## src/rtl/vlane_wb_arbiter.sv

```systemverilog
// Purpose : shares the lane's single VRF write port between the execution
//           writeback stream and a FIFO-buffered load-return stream.
// Latency : a beat granted in cycle N is on vrf_* with vrf_we=1 in cycle N+1.
// Backpr. : exec_ready drops only in cycles where a load wins the port;
//           load_ready drops only when the FIFO is full (no bypass when full).
//
// Ports:
//   clk, rst                    clock, synchronous active-high reset
//   exec_valid/ready, exec_*    execution writeback request (dest/data/masked/sew)
//   load_valid/ready, load_*    load-return beat (dest/data/sew) into the FIFO
//   vrf_*                       registered register-file write port
//   load_pending                FIFO non-empty (combinational from occupancy)
//
// Optional feature: define VWB_STARVE_GUARD_EN to enable the starvation guard,
// which lets a waiting load win after STARVE_LIMIT consecutive execution wins.
// Without it execution always has priority and STARVE_LIMIT is ignored.

module vlane_wb_arbiter #(
    parameter int unsigned DATA_WIDTH      = 64,
    parameter int unsigned LOAD_FIFO_DEPTH = 4,
    parameter int unsigned STARVE_LIMIT    = 3
) (
    input  logic                  clk,
    input  logic                  rst,
    input  logic                  exec_valid,
    output logic                  exec_ready,
    input  logic [4:0]            exec_dest,
    input  logic [DATA_WIDTH-1:0] exec_data,
    input  logic                  exec_masked,
    input  logic [2:0]            exec_sew,
    input  logic                  load_valid,
    output logic                  load_ready,
    input  logic [4:0]            load_dest,
    input  logic [DATA_WIDTH-1:0] load_data,
    input  logic [2:0]            load_sew,
    output logic                  vrf_we,
    output logic [4:0]            vrf_waddr,
    output logic [DATA_WIDTH-1:0] vrf_wdata,
    output logic                  vrf_masked,
    output logic [2:0]            vrf_sew,
    output logic                  vrf_from_load,
    output logic                  load_pending
);

    localparam int unsigned PW = (LOAD_FIFO_DEPTH > 1) ? $clog2(LOAD_FIFO_DEPTH) : 1;
    localparam int unsigned CW = $clog2(LOAD_FIFO_DEPTH + 1);
    localparam logic [CW-1:0] DEPTH_C = CW'(LOAD_FIFO_DEPTH);

    typedef struct packed {
        logic [4:0]            dest;
        logic [DATA_WIDTH-1:0] data;
        logic [2:0]            sew;
    } ld_beat_t;

    // ---------------- load-return FIFO ----------------
    ld_beat_t      fifo_q [LOAD_FIFO_DEPTH];
    logic [PW-1:0] wr_ptr_q, wr_ptr_d;
    logic [PW-1:0] rd_ptr_q, rd_ptr_d;
    logic [CW-1:0] count_q,  count_d;

    logic     fifo_full, fifo_nonempty, push, pop;
    logic     load_grant, exec_grant, starve_hit;
    ld_beat_t head;

    assign fifo_full     = (count_q == DEPTH_C);
    assign fifo_nonempty = (count_q != '0);
    // Fullness is judged on registered occupancy, so a pop in the same cycle
    // does not open a slot for an incoming beat.
    assign push          = load_valid && !fifo_full;
    assign pop           = load_grant;
    assign head          = fifo_q[rd_ptr_q];

    assign load_ready    = !fifo_full;
    assign load_pending  = fifo_nonempty;

    // ---------------- grant ----------------
    // fifo_nonempty comes from registered occupancy, so a beat pushed into an
    // empty FIFO cannot be granted until the following cycle.
    assign load_grant = fifo_nonempty && (!exec_valid || starve_hit);
    assign exec_grant = exec_valid && !load_grant;
    assign exec_ready = !load_grant;

    always_comb begin
        wr_ptr_d = wr_ptr_q;
        rd_ptr_d = rd_ptr_q;
        count_d  = count_q;
        if (push) wr_ptr_d = wr_ptr_q + PW'(1);
        if (pop)  rd_ptr_d = rd_ptr_q + PW'(1);
        case ({push, pop})
            2'b10:   count_d = count_q + CW'(1);
            2'b01:   count_d = count_q - CW'(1);
            default: count_d = count_q;
        endcase
    end

    always_ff @(posedge clk) begin
        if (rst) begin
            wr_ptr_q <= '0;
            rd_ptr_q <= '0;
            count_q  <= '0;
        end else begin
            wr_ptr_q <= wr_ptr_d;
            rd_ptr_q <= rd_ptr_d;
            count_q  <= count_d;
        end
    end

    // Payload storage needs no reset: occupancy alone decides validity.
    always_ff @(posedge clk) begin
        if (push) begin
            fifo_q[wr_ptr_q] <= '{dest: load_dest, data: load_data, sew: load_sew};
        end
    end

    // ---------------- starvation guard ----------------
`ifdef VWB_STARVE_GUARD_EN
    localparam int unsigned SW = $clog2(STARVE_LIMIT + 1);
    localparam logic [SW-1:0] LIMIT_C = SW'(STARVE_LIMIT);

    logic [SW-1:0] starve_q, starve_d;

    // Counts execution wins while a load waits; any load pop or an empty
    // FIFO restarts the count. Saturates so the load keeps winning if it
    // somehow cannot pop.
    always_comb begin
        starve_d = starve_q;
        if (pop || !fifo_nonempty) begin
            starve_d = '0;
        end else if (exec_grant && (starve_q != LIMIT_C)) begin
            starve_d = starve_q + SW'(1);
        end
    end

    always_ff @(posedge clk) begin
        if (rst) starve_q <= '0;
        else     starve_q <= starve_d;
    end

    assign starve_hit = (starve_q == LIMIT_C);
`else
    logic unused_starve_limit;
    assign unused_starve_limit = (STARVE_LIMIT != 0);
    assign starve_hit          = 1'b0;
`endif

    // ---------------- output register ----------------
    logic                  we_q,    we_d;
    logic [4:0]            waddr_q, waddr_d;
    logic [DATA_WIDTH-1:0] wdata_q, wdata_d;
    logic                  masked_q, masked_d;
    logic [2:0]            sew_q,   sew_d;
    logic                  fl_q,    fl_d;

    // Payload fields hold their last value on idle cycles; only we drops.
    always_comb begin
        we_d     = load_grant || exec_grant;
        waddr_d  = waddr_q;
        wdata_d  = wdata_q;
        masked_d = masked_q;
        sew_d    = sew_q;
        fl_d     = fl_q;
        if (load_grant) begin
            waddr_d  = head.dest;
            wdata_d  = head.data;
            masked_d = 1'b0;
            sew_d    = head.sew;
            fl_d     = 1'b1;
        end else if (exec_grant) begin
            waddr_d  = exec_dest;
            wdata_d  = exec_data;
            masked_d = exec_masked;
            sew_d    = exec_sew;
            fl_d     = 1'b0;
        end
    end

    always_ff @(posedge clk) begin
        if (rst) begin
            we_q     <= 1'b0;
            waddr_q  <= '0;
            wdata_q  <= '0;
            masked_q <= 1'b0;
            sew_q    <= '0;
            fl_q     <= 1'b0;
        end else begin
            we_q     <= we_d;
            waddr_q  <= waddr_d;
            wdata_q  <= wdata_d;
            masked_q <= masked_d;
            sew_q    <= sew_d;
            fl_q     <= fl_d;
        end
    end

    assign vrf_we        = we_q;
    assign vrf_waddr     = waddr_q;
    assign vrf_wdata     = wdata_q;
    assign vrf_masked    = masked_q;
    assign vrf_sew       = sew_q;
    assign vrf_from_load = fl_q;

endmodule

```

## config.mk

```make
export PLATFORM = sky130hd
export DESIGN_NAME = vlane_wb_arbiter
export DESIGN_NICKNAME = d
export VERILOG_FILES = /design/src/rtl/vlane_wb_arbiter.sv
export SDC_FILE = /design/constraint.sdc
export NUM_CORES = 1
export LEC_CHECK = 0
export BUFFER_PORTS_ARGS = -buffer_cell sky130_fd_sc_hd__buf_2
export CAP_MARGIN = 20
export CORE_ASPECT_RATIO = 1.75
export CORE_MARGIN = 4
export CORE_UTILIZATION = 45
export CTS_BUF_LIST = sky130_fd_sc_hd__clkbuf_4
export CTS_CLUSTER_DIAMETER = 80
export CTS_CLUSTER_SIZE = 40
export DETAILED_ROUTE_END_ITERATION = 16
export PLACE_DENSITY = 0.69
export SLEW_MARGIN = 30
export SYNTH_ARGS = -nofsm -noshare
export SYNTH_HDL_FRONTEND = slang
export SYNTH_SLANG_ARGS = --single-unit
```

## constraint.sdc

```tcl
create_clock -name clk -period 2.7 [get_ports clk]
set_input_delay 0.27 -clock clk [delete_from_list [all_inputs] [get_ports clk]]
set_output_delay 0.27 -clock clk [all_outputs]
set_load 0.02 [all_outputs]
```

=== Word-level counts from Yosys, hierarchy flattened ===
Memories as Yosys holds them, arrays and structs flattened. A register that Yosys moved wholly into a read port is not among the register bits.
Cells that the tools add are included.

* $add $sub $neg: 4
* Eq/ne operators: 3
* Multiplexer cells: 13
* Reductions and logical operators: 11

{| class="wikitable"
|+ Operators by type and width
! operator !! number
|-
| 64-bit two-way mux || 2
|-
| 5-bit two-way mux || 2
|-
| 3-bit two-way mux || 2
|-
| 3-bit case mux with 2 select lines || 1
|-
| 2-bit by 1-bit adder with 2-bit output (second input constant) || 2
|-
| 1-bit two-way mux || 4
|-
| 2-bit two-way mux || 2
|-
| 2-bit nonzero test || 2
|-
| 3-bit by 1-bit adder with 3-bit output (second input constant) || 1
|-
| 3-bit == test (second input constant) || 1
|-
| 1-bit logical AND || 3
|-
| 1-bit zero test || 3
|-
| 3-bit nonzero test || 1
|-
| 3-bit by 1-bit subtractor with 3-bit output (second input constant) || 1
|-
| 2-bit by 1-bit == test with 1-bit output (second input constant) || 1
|-
| 2-bit == test (second input constant) || 1
|-
| 2-bit OR reduction || 1
|-
| 1-bit logical OR || 1
|}

* Register bits: 82
* RAM bits: 288
* Output and inout bits: 78
* Word-level logic and storage cells: 41
* Memories kept: 1

{| class="wikitable"
|+ Memories
! memory !! words !! bits a word !! rd ports !! clocked after Yosys merged registers in !! wr ports !! line !! RTL
|-
| fifo_q || 4 || 72 || 1 || 1 || 1 || 56 || <nowiki>ld_beat_t fifo_q [LOAD_FIFO_DEPTH];</nowiki>
|}

=== Longest topological paths before layout ===
* Depth after elaboration: 6
* Depth in mapped cells: 11

=== Worst setup path before layout ===
Ideal clock, no wire load.

* Path kind: register to register
* From: register count_q[0]
* To: memory fifo_q[0][0] (netlist bit) (enable)
* Data arrival time: 2520 ps
* Slack: -258 ps
* Stages on the path, launching flop included: 4
* Path buffers: 1
* Clock period less this slack: 2958 ps
* Cells stage by stage: dfxtp_1 or3b_2 buf_2 and3_1

* Longest elaborated chain between the ends: 5

{| class="wikitable"
|+ Ends and longest elaborated chain
! element !! line !! RTL
|-
| start: declaration || 59 || <nowiki>logic [CW-1:0] count_q, count_d;</nowiki>
|-
| start signal: assignment || 104 || <nowiki>count_q <= count_d;</nowiki>
|-
| 3-bit == test || 65 || <nowiki>assign fifo_full = (count_q == DEPTH_C);</nowiki>
|-
| 1-bit zero test || -- ||
|-
| via load_ready || 32 || <nowiki>output logic load_ready,</nowiki>
|-
| 1-bit logical AND || 69 || <nowiki>assign push = load_valid && !fifo_full;</nowiki>
|-
| 1-bit two-way mux || 110 || <nowiki>if (push) begin</nowiki>
|-
| 1-bit two-way mux (not written as such) || 111 || <nowiki>fifo_q[wr_ptr_q] <= '{dest: load_dest, data: load_data, sew: load_sew};</nowiki>
|-
| end: declaration || 56 ||
|}

The timed path passes the listed nets, and every way through them passes these cells.

=== Worst setup path in the final report ===
* From: register count_q[2]
* To: register count_q[2]

* Longest elaborated chain between the ends: 5
* Elaborated cells on any way between the ends: 11
* Those cells by class: add/sub (2); eq/ne (3); mux (1); reduce/logical (5)

{| class="wikitable"
|+ Ends and longest elaborated chain
! element !! line !! RTL
|-
| 3-bit == test || 65 ||
|-
| 1-bit zero test || 69 ||
|-
| 1-bit logical AND || 69 ||
|-
| 2-bit by 1-bit == test with 1-bit output or 2-bit == test (tied branches) || 89 || <nowiki>case ({push, pop})</nowiki>
|-
| 3-bit case mux with 2 select lines or 2-bit nonzero test (tied branches) || -- ||
|}

Parallel ways exist; a longest one is shown, timed or not.
A chain may end at the register's enable or synchronous reset.

==> impl_metrics.json <==
{
  "cts.htree.levels": 1,
  "slew-limit-headroom_pct": 40.4,
  "synth_area_per_cell_sq_um": 19.9,
  "insertion_delay_ns": 0.74,
  "synth_common_cells": "edfxtp_1, dfxtp_1, and3_1, a221o_1, mux4_2",
  "wl_per_cell_um": 21.0,
  "ys.flop_type": "edfxtp_1",
  "grt_pass1_vias": 8375,
  "max_slew.worst_pin.slew_ns": 0.894,
  "die_w_um": 140,
  "antenna_found_initial": 3,
  "cp_data_arrival_time_ns": 3.13,
  "nNetsFinal": 1208,
  "dp_hpwl_um": 18800,
  "max_cap_viol_count": 0,
  "drive_above_1_share_pct": 33.0,
  "post-synth-top-count-cell": "edfxtp_1",
  "p_leak_uw": 0.00638,
  "clkSlewWorstSetupHoldPaths_ns": 0.34,
  "die_y_um": 239,
  "clock-sinks": 372,
  "syn-num-nets": 844,
  "tritoncts": "done",
  "drt_wl_total_um": 30500,
  "synth_top_area_share_pct": 63.0,
  "cts_buffer_depth": 3,
  "area_growth_pct": 24.8,
  "drv_slew": 0,
  "drc": 0,
  "fin_util_pct": 57.0,
  "num_vias": 7935,
  "fmax_ghz": 0.414,
  "synth.largest_area_cell": "edfxtp_1",
  "top_level_ports": 227,
  "netlist_area_sq_um": 13700,
  "p_int_uw": 8700,
  "p_clk_share_pct": 14.7,
  "start_util_pct": 45.7,
  "synthArstFlopShare_pct": 0,
  "peakVddDrop_mv": 0.831,
  "worst_setup_path_start_kind": "flip-flop",
  "cts_made_buffers": 13,
  "ys_ff_latch": 372,
  "portBuffers": 226,
  "ant_nets": 0,
  "sequentialPowerShare_pct": 57.9,
  "synth_edf_count": 288,
  "post_cts_resize_count": 0,
  "ys_types": 27,
  "setup_tns_ns": 0,
  "core_area_sq_um": 30100,
  "design.die.area_sq_um": 33500,
  "syn_inst": 689,
  "rsz0062_at_grt": "no",
  "root_buffer": "clkbuf_4",
  "period_share_pct": 89.5,
  "netlist_top_cells_area": "edfxtp_1, dfxtp_1, mux4_2, a221o_1, and3_1",
  "fin_skew_ns": 0.0363,
  "grt_use_total_pct": 18.0,
  "power_switching_uw": 3690,
  "hold_viol_final": 0,
  "p_comb_share_pct": 27.4,
  "ys_warn_count": 0,
  "place.gp.congestion": 0.717,
  "setup_viol": 0,
  "drtIter0Drc": 476,
  "grt_pass1_wl_um": 47100,
  "status": "finished, final reports clean",
  "worstPathRequired_ns": 3.41,
  "min_path_type": "in2reg",
  "power.total_uw": 12400,
  "synth-seq-area-share_pct": 75.3,
  "overflow": 0,
  "pwr_density_cell_nw_per_um2": 724,
  "p_sw_share_pct": 29.8,
  "fp-row-count": 84,
  "critPathMaxFanout": 10,
  "avgViaCountPerCell": 5.46,
  "dr.pass1.iters": 5,
  "fin_crit_ns": 2.42,
  "grt_max_degree": 77,
  "end_kind": "flip-flop",
  "path_class": "reg2reg"
}
==> critical path: stages (launching register included) <==
cell and delay [ns]:
dfxtp_1 0.48, or3b_2 0.57, nand2_1 0.12, ha_1 0.18, inv_1 0.06, fa_1 0.38
xor2_1 0.16, or3_1 0.31, a21oi_1 0.14
==> flip-flops by register name, summed over array words and instances (netlist names), 2 cells and up, named ones only <==
register,flops
vrf_waddr,5
vrf_wdata,64
vrf_sew,3
fifo_q,288
rd_ptr_q,2
count_q,3
wr_ptr_q,2
==> routing by layer <==
layer	track usage (%)	wire length (um)	up-vias
li1	-	-	3606
met1	22.4	11800	4044
met2	33.4	16800	245
met3	1.76	1290	40
met4	4.94	672	0
met5	0	0	-
==> placed cells by master (no fill, tap or decap), types with 2 or more instances in the layout <==
cell type        n
edfxtp_1       288
buf_2          226
dlygate4sd3_1  151
dfxtp_1         82
mux4_2          72
and3_1          72
a221o_1         72
clkbuf_4        17
buf_12          12
inv_1            9
a21oi_1          8
buf_4            8
diode_2          7
ha_1             5
and3_4           4
nor2_1           4
nand2_1          3
nand3_1          3
nor3_4           2
nor2_4           2
a21o_1           2
o21ai_0          2
or3_1            2
xor2_1           2
dfxtp_4          2
clkinvlp_4       2
==> cell families (layout without fill, tap and decap cells) <==
group | after synthesis | in the layout | synth area share, %
compound gates | 87 | 87 | 5.91
xor+xnor | 2 | 2 | 0.128
fa+ha+maj | 6 | 6 | 0.602
buf+inv | 57 | 428 | 2.13
flops | 372 | 372 | 75.3
mux | 72 | 72 | 11.8
other cells | 0 | 7 | 0
simple gates | 93 | 93 | 4.17
==> path summary, 6_finish.rpt <==
check / cells after the start / endpoint / slack [ns] / start
worst min register to register: 1 / vrf_from_load / 0.52 / vrf_from_load
worst max-delay path: 8 / count_q[2] / 0.28 / count_q[2]
worst max register to register: 8 / count_q[2] / 0.28 / count_q[2]
worst min-delay path: 3 / vrf_wdata[3] / 0.25 / exec_data[3]
==> metrics by stage <==
stage / worst slack, ns / cell area [sq um] / hold slack [ns] / std cells
after floorplan: 0.346 / 13700 / 0.369 / 689
after detailed placement: 0.331 / 15400 / 0.455 / 1274
after CTS: 0.268 / 17100 / 0.178 / 1447
after global placement: 0.405 / 15400 / 0.459 / 1274
after global routing: 0.186 / 17100 / 0.147 / 1450
final: 0.284 / 17100 / 0.245 / 1454
==> power groups by stage <==
stage	Clock, uW	Sequential (uW)	Combinational [uW]
global route	2110	7260	3630
floorplan	0	7500	1920
CTS	1920	7180	3450
global placement	0	7280	3230
detailed placement	0	7300	3260
finish	1820	7180	3400
==> timing repair <==
action / 4_1_cts / 5_1_grt
hold buffers: 151 / 0
endpoints found under the setup margin: 0 / 0
setup buffers: 0 / 0
hold endpoints to repair: 371 / 0
==> area by class of cell <==
class | instances | area (sq um)
Multi-Input combinational cell | 260 | 3150
Fill cell | 2349 | 12900
Inverter | 9 | 33.8
Antenna cell | 7 | 17.5
Clock inverter | 5 | 38.8
Sequential cell | 372 | 10300
Clock buffer | 17 | 128
Timing Repair Buffer | 397 | 2940
Tap cell | 387 | 484
(Power assumes the default switching activity.)
